<file path="src/rtl/rnd_dispenser.sv">
// Prefetches LFSR tuples into a small FIFO and hands one tuple per grant to
// round-robin-arbitrated cores. Optional zero-delay skipping: RND_DISP_ZERO_SKIP_EN.
module rnd_dispenser #(
  parameter int NBITS    = 8,
  parameter int NUM_CORE = 4,
  parameter int DEPTH    = 4
) (
  input  logic                         clk,
  input  logic                         rst_n,
  output logic                         next,
  input  logic [3*NBITS-1:0]           rnd,
  input  logic                         flush,
  input  logic [NUM_CORE-1:0]          req,
  output logic [NUM_CORE-1:0]          gnt,
  output logic [3*NBITS-1:0]           rnd_out,
  output logic [$clog2(DEPTH+1)-1:0]   count
);

  localparam int TW = 3 * NBITS;
  localparam int AW = $clog2(DEPTH);
  localparam int CW = $clog2(DEPTH + 1);
  localparam int PW = $clog2(NUM_CORE);

  // Handshakes: rnd is always valid and `next` is its ready (consume on next=1);
  // toward a core, req is a level request and gnt a single-cycle valid for rnd_out.

  logic [TW-1:0]       mem_q [DEPTH];
  logic [AW-1:0]       wr_ptr_q, wr_ptr_d;
  logic [AW-1:0]       rd_ptr_q, rd_ptr_d;
  logic [CW-1:0]       count_q, count_d;
  logic [PW-1:0]       rr_ptr_q, rr_ptr_d;
  logic [NUM_CORE-1:0] gnt_q, gnt_d;
  logic [TW-1:0]       rnd_out_q, rnd_out_d;

  logic [NUM_CORE-1:0] eligible;
  logic                win_found;
  logic [PW-1:0]       win_idx;
  logic [PW-1:0]       cand_idx;
  int                  cand;
  logic                pop;
  logic                push;

  // The just-granted core is masked so a core still dropping req is not regranted.
  assign eligible = req & ~gnt_q;

  always_comb begin
    win_found = 1'b0;
    win_idx   = '0;
    cand      = 0;
    cand_idx  = '0;
    for (int i = 0; i < NUM_CORE; i++) begin
      cand = int'(rr_ptr_q) + i;
      if (cand >= NUM_CORE) cand = cand - NUM_CORE;
      cand_idx = PW'(cand);
      if (!win_found && eligible[cand_idx]) begin
        win_found = 1'b1;
        win_idx   = cand_idx;
      end
    end
  end

  assign pop  = win_found && (count_q != '0) && !flush;
  assign next = ((count_q < CW'(DEPTH)) || pop) && !flush && rst_n;

`ifdef RND_DISP_ZERO_SKIP_EN
  assign push = next && (rnd[NBITS-1:0] != '0);
`else
  assign push = next;
`endif

  always_comb begin
    count_d   = count_q;
    wr_ptr_d  = wr_ptr_q;
    rd_ptr_d  = rd_ptr_q;
    rr_ptr_d  = rr_ptr_q;
    gnt_d     = '0;
    rnd_out_d = rnd_out_q;
    if (flush) begin
      count_d  = '0;
      wr_ptr_d = '0;
      rd_ptr_d = '0;
    end else begin
      if (push) wr_ptr_d = wr_ptr_q + AW'(1);
      if (pop) begin
        rd_ptr_d  = rd_ptr_q + AW'(1);
        gnt_d     = {{(NUM_CORE-1){1'b0}}, 1'b1} << win_idx;
        rnd_out_d = mem_q[rd_ptr_q];
        rr_ptr_d  = (win_idx == PW'(NUM_CORE - 1)) ? '0 : win_idx + PW'(1);
      end
      case ({push, pop})
        2'b10:   count_d = count_q + CW'(1);
        2'b01:   count_d = count_q - CW'(1);
        default: count_d = count_q;
      endcase
    end
  end

  always_ff @(posedge clk) begin
    if (!rst_n) begin
      count_q   <= '0;
      wr_ptr_q  <= '0;
      rd_ptr_q  <= '0;
      rr_ptr_q  <= '0;
      gnt_q     <= '0;
      rnd_out_q <= '0;
    end else begin
      count_q   <= count_d;
      wr_ptr_q  <= wr_ptr_d;
      rd_ptr_q  <= rd_ptr_d;
      rr_ptr_q  <= rr_ptr_d;
      gnt_q     <= gnt_d;
      rnd_out_q <= rnd_out_d;
    end
  end

  // Storage needs no reset: push is held low during reset and flush.
  always_ff @(posedge clk) begin
    if (push) mem_q[wr_ptr_q] <= rnd;
  end

  assign gnt     = gnt_q;
  assign rnd_out = rnd_out_q;
  assign count   = count_q;

endmodule

</file>
<file path="config.mk">
export PLATFORM = sky130hd
export DESIGN_NAME = rnd_dispenser
export DESIGN_NICKNAME = d
export VERILOG_FILES = /design/src/rtl/rnd_dispenser.sv
export SDC_FILE = /design/constraint.sdc
export NUM_CORES = 1
export LEC_CHECK = 0
export BUFFER_PORTS_ARGS = -buffer_cell sky130_fd_sc_hd__buf_4
export CORE_AREA = 3 3 118 120
export CTS_CLUSTER_DIAMETER = 120
export DETAILED_ROUTE_END_ITERATION = 16
export DIE_AREA = 0 0 121 123
export PLACE_DENSITY = 0.69
export SETUP_SLACK_MARGIN = 0.02
export SKIP_CTS_REPAIR_TIMING = 1
export SYNTH_ARGS = -nofsm -noshare
export SYNTH_HDL_FRONTEND = slang
export SYNTH_SLANG_ARGS = --single-unit
</file>
<file path="constraint.sdc">
create_clock -name clk -period 3.95 [get_ports clk]
set_input_delay 0.395 -clock clk [delete_from_list [all_inputs] [get_ports clk]]
set_output_delay 0.395 -clock clk [all_outputs]
set_load 0.02 [all_outputs]
</file>
==> results.yml, run 1 <==
final_layout:
  regArea_um2: 3620
  final_core_util: 0.483
  area_delta_synth_final_pct: 23.4
  final_common_cell: "edfxtp_1"
  antenna_cells: 0
  multi_input_area_um2: 1370
  num-fill-cells: 1116
  fin_nets: 435
  layout_common_cells: "edfxtp_1 (96), buf_4 (69), nand2_1 (50)"
  layout-drive-gt1-share: 0.319
cts:
  cts.sinks: 133
  h-tree-depth: 4
  root_buffer: "clkbuf_16"
  cts_tree: "done"
  numCtsBuffers: 17
  cts_buffer_depth: 2
  insertion_delay_ns: 0.40
  path_clk_slew_ns: 0.05
power:
  p_per_area_nw_per_um2: 496
  max-vdd-ir-drop_mv: 0.387
  power.leakage_nw: 2.16
global_routing:
  grt_pass1_vias: 2982
  antenna_found_initial: 0
  grt_use_total: 0.144
  grt_max_degree: 30
  grt-ovfl-total: 0
  grt_first_pass_wirelength_um: 16000
yosys:
  synth_top_area_frac: 0.563
  synthArstFlopShare: 0
  syn_inst: 327
  synth_fp_nets: 364
  synth_edf_count: 96
  ys_seq_elements: 133
  synthTopCellsByArea: "edfxtp_1 (56%), dfxtp_1 (14%), mux4_2 (11%)"
  synth_area_leader_cell: "edfxtp_1"
  synthDistinctLibCells: 41
  postSynthAreaPerCell_um2: 15.7
  yosysSeqAreaShare: 0.707
  ys_warn_count: 0
  synth_flop_cell: "edfxtp_1"
  syn-cell-area_um2: 5120
drt:
  dr.pass1.iters: 4
  routed_via_density: 4.87
  drc: 0
  antenna_left: 0
  totalWireLength_um: 9840
  wl_per_cell_um: 16.8
  vias: 2861
  drtIter0Drc: 165
floorplan:
  fp.coreArea_um2: 13100
  num_rows: 42
  initial_core_util: 0.391
  dieArea_um2: 14900
  dieHeight_um: 123
  io_pins: 63
  die_x_um: 121
outcome:
  status: "complete, no violations"
critical_path:
  arrival_ns: 2.84
  cp_max_fo: 7
  critPathLaunchType: "flop"
  worstSetupEndpointType: "flop"
  crit_type: "reg2reg"
  required_ns: 4.28
placed_design:
  dp_hpwl_um: 6280
  port_buffers: 62
  place_congestion: 0.750
timing:
  worst_pin_slew_ns: 1.17
  rsz0062_at_grt: "no"
  fin_skew_ns: 0.00497
  slew_violations: 0
  fmax_mhz: 399
  fin_crit_ns: 2.50
  tns_ns: 0
  timing.final.hold_violations: 0
  slew_headroom: 0.216
  setup_violations: 0
  post-route-period-util: 0.634
worst_hold_path:
  worstHoldPathType: "in2reg"
job:
  drv_cap: 0
sequential cells by signal, summed over array words and instances, names as in the netlist, named ones only:
| name | count |
|---|---|
| mem_q | 96 |
| rnd_out | 24 |
| gnt | 4 |
| count | 3 |
| rd_ptr_q | 2 |
| wr_ptr_q | 2 |
| rr_ptr_q | 1 |
final cells by class:
cell class | instances | area share
Tap cell | 176 | 0.0349
Sequential cell | 133 | 0.574
Inverter | 10 | 0.00594
Clock inverter | 12 | 0.0180
Timing Repair Buffer | 69 | 0.0820
Multi-Input combinational cell | 167 | 0.216
Clock buffer | 20 | 0.0691
worst max-delay path: stages (launching register included):
cell and delay [ns]:
dfxtp_1 0.32, nor2b_2 0.33, nor4_4 0.11, or3_1 0.39, inv_2 0.07, ha_1 0.17, inv_1 0.06, fa_1 0.37
xor2_1 0.16, or3_1 0.31, a21oi_1 0.14
through the flow:
step,cells,cell area (µm²),worst slack (ns),power [W],hold slack (ns)
2_1_floorplan,327,5120,1.29,0.00165,0.493
3_3_place_gp,555,5770,1.38,0.00171,0.446
3_5_place_dp,555,5770,1.30,0.00171,0.452
4_1_cts,587,6320,1.46,0.00317,0.170
5_1_grt,587,6320,1.28,0.00324,0.172
6_report,587,6320,1.45,0.00313,0.190
metal layers:
layer / vias to the layer above / global-route usage / share of wire
met5: - / 0 / 0
met4: 0 / 0.0453 / 0.013
met3: 13 / 0.0435 / 0.040
met2: 67 / 0.235 / 0.49
met1: 1428 / 0.185 / 0.45
li1: 1353 / - / -
final timing paths:
check	slack, ns	end	from	cells after the start
worst min-delay path	0.19	mem_q[2][19]	rnd[19]	1
worst min register to register	0.46	rnd_out[22]	rnd_out[22]	2
worst max-delay path	1.45	count[2]	gnt[3]	10
worst max register to register	1.45	count[2]	gnt[3]	10
synthesized netlist by cell type (2+ instances only):
library cell / count
xnor2_1: 4
a21oi_1: 31
mux4_2: 24
clkbuf_1: 6
nand2_1: 50
dfxtp_1: 37
ha_1: 5
nor2_1: 11
edfxtp_1: 96
or3_1: 2
nor2_2: 2
nor3_1: 3
xor2_1: 2
maj3_1: 2
o21ai_1: 2
buf_2: 6
nor2b_4: 2
and2_1: 4
nand3_1: 2
buf_4: 4
inv_1: 9
nand2b_1: 4
report_power, final:
| group | switching (W) | internal, W | leakage (nW) |
|---|---|---|---|
| clock | 0.000533 | 0.000916 | 0.271 |
| sequential | 0.0000136 | 0.00153 | 1.17 |
| combinational | 0.0000806 | 0.0000645 | 0.721 |
| total | 0.000628 | 0.00251 | 2.16 |
logic make-up (layout without fill, tap and decap cells):
logic type,count (synthesis),in the layout,synth area share
xor+xnor,6,6,0.0103
simple gates,86,86,0.0821
compound gates,43,43,0.0491
flops,133,133,0.707
mux,24,24,0.106
buf+inv,27,111,0.0256
fa+ha+maj,8,8,0.0200
Power figures use the tool's default switching activity.
==> run 2: changes to the inputs <==
PLACE_DENSITY = 0.72   (was 0.69)
clock period = 2.3 ns   (was 3.95 ns; I/O delays follow)
==> run 2 against run 1 <==
Net effect: count of clock-buffer cells in the layout is the same; first-iteration DRC count shrank 11%; combinational power grew 92%; register-to-register slack lost 1.5 ns; cell area grew 3.9%; the flow now finishes with violations (negative setup slack); cell count grew 2.9%; total power grew 80%; critical path type unchanged; global-route usage grew 0.32 points; worst setup slack lost 1.5 ns; sequential power grew 71%; highest routed layer unchanged.
==> results.yml, run 2 (same netlist as run 1, synthesis figures left out) <==
timing:
  slew_headroom: 0.662
  timing.final.hold_violations: 0
  setup_violations: 1
  fin_skew_ns: 0.00420
  slew_violations: 0
  timing.final.ws_setup_ns: -0.00974
  fin_crit_ns: 2.31
  worst_pin_slew_ns: 0.506
  post-route-period-util: 1.00
  fmax_mhz: 433
  rsz0062_at_grt: "yes"
final_layout:
  layout_common_cells: "edfxtp_1 (96), buf_4 (77), nand2_1 (50)"
  fin_nets: 452
  layout-drive-gt1-share: 0.353
  final_cell_count_no_fill: 604
  largest_reg_flops: 96
  regMostFlops: "mem_q"
  final_common_cell: "edfxtp_1"
  area_delta_synth_final_pct: 28.1
  antenna_cells: 0
cts:
  root_buffer: "clkbuf_16"
  cts_buffer_depth: 2
  insertion_delay_ns: 0.41
  cts_tree: "done"
  numCtsBuffers: 17
  h-tree-depth: 4
  path_clk_slew_ns: 0.06
  cts.sinks: 133
floorplan:
  io_pins: 63
  dieHeight_um: 123
  initial_core_util: 0.391
  dieArea_um2: 14900
  die_x_um: 121
  fp.coreArea_um2: 13100
  num_rows: 42
critical_path:
  slowest_stage: "or3_1"
  required_ns: 2.65
  worstSetupEndpointType: "flop"
  critPathLaunchType: "flop"
  cp_common_cell: "or3_1"
  arrival_ns: 2.66
  worst-r2r-cell-count: 10
  crit_type: "reg2reg"
  cp_top_family: "simple AND/OR/NAND/NOR gates"
  path_cells: "and2b_2 > nor4_4 > or3_1 > inv_4 > ha_4 > inv_2 > fa_2 > xor2_1 > or3_1 > a21oi_1"
  cp.depth: 10
  cp_num_buf_inv: 2
  cp_max_fo: 3
  r2r_slack_ns: -0.01
  slowest_delay_ns: 0.43
placed_design:
  place_congestion: 0.763
  port_buffers: 62
  post-place-ws_ns: 0.000863
  placedCellCount: 563
  dp_hpwl_um: 6170
drt:
  wl_per_cell_um: 17.1
  drtIter0Drc: 147
  routed_via_density: 4.99
  dr.pass1.iters: 5
  vias: 3012
  antenna_left: 0
  totalWireLength_um: 10300
  drc: 0
power:
  power.leakage_nw: 2.27
  p_per_area_nw_per_um2: 861
  max-vdd-ir-drop_mv: 0.591
global_routing:
  grt_pass1_vias: 3043
  grt_max_degree: 30
  antenna_found_initial: 0
  grt-ovfl-total: 0
  grt_first_pass_wirelength_um: 16000
  grt_use_total: 0.147
job:
  drv_cap: 0
outcome:
  status: "finished, violations left"
  violations: "negative setup slack"
worst_hold_path:
  worstHoldPathType: "in2reg"
  holdPathStages: 1
[run 2: cell count changes in the layout (fill, tap and decap cells not counted), sizes merged]
cell	before	now
buf	69	78
inv	10	12
clkinvlp	2	4
clkinv	8	3
dlygate4sd3	0	8
bufinv	2	3
[run 2: path summary, 6_finish.rpt]
| check | start | end |
|---|---|---|
| worst max register to register | gnt[0] | count[2] |
| worst min register to register | rnd_out[16] | rnd_out[16] |
| worst min-delay path | rnd[3] | mem_q[3][3] |
| worst max-delay path | gnt[0] | count[2] |
[run 2: layout make-up]
cell class | count | area, µm²
Inverter | 10 | 40.0
Tap cell | 176 | 220
Timing Repair Buffer | 86 | 678
Sequential cell | 133 | 3630
Clock buffer | 20 | 457
Multi-Input combinational cell | 167 | 1380
Clock inverter | 12 | 153
Fill cell | 1118 | 6520
[run 2: through the flow]
stage,hold slack [ns],area (µm²),util,total power (W),TNS [ns]
after floorplan,0.329,5160,-,0.00283,-0.141
after global placement,0.430,5870,0.448,0.00294,0
after detailed placement,0.436,5870,0.448,0.00296,0
after CTS,-0.00430,6480,0.495,0.00568,-0.0166
after global routing,0.000725,6560,0.502,0.00585,-0.0711
final,0.0149,6560,0.502,0.00565,-0.00974
[run 2: worst reg2reg max path: stages, from the launching register on]
cell	delay, ns
dfxtp_4	0.34
and2b_2	0.26
nor4_4	0.05
or3_1	0.43
inv_4	0.09
ha_4	0.14
inv_2	0.04
fa_2	0.32
xor2_1	0.15
or3_1	0.30
a21oi_1	0.13
[run 2: metal layers]
layer,routed length [µm],GRT usage,up-vias,share of wire
li1,-,-,1395,-
met2,5360,0.243,78,0.52
met5,0,0,-,0
met1,4300,0.175,1524,0.42
met3,449,0.0453,15,0.044
met4,205,0.0715,0,0.020
[run 2: report_power, final]
group / internal, W / switching [W]
registers: 0.00262 / 0.0000206
clock network: 0.00176 / 0.000975
logic: 0.000130 / 0.000149
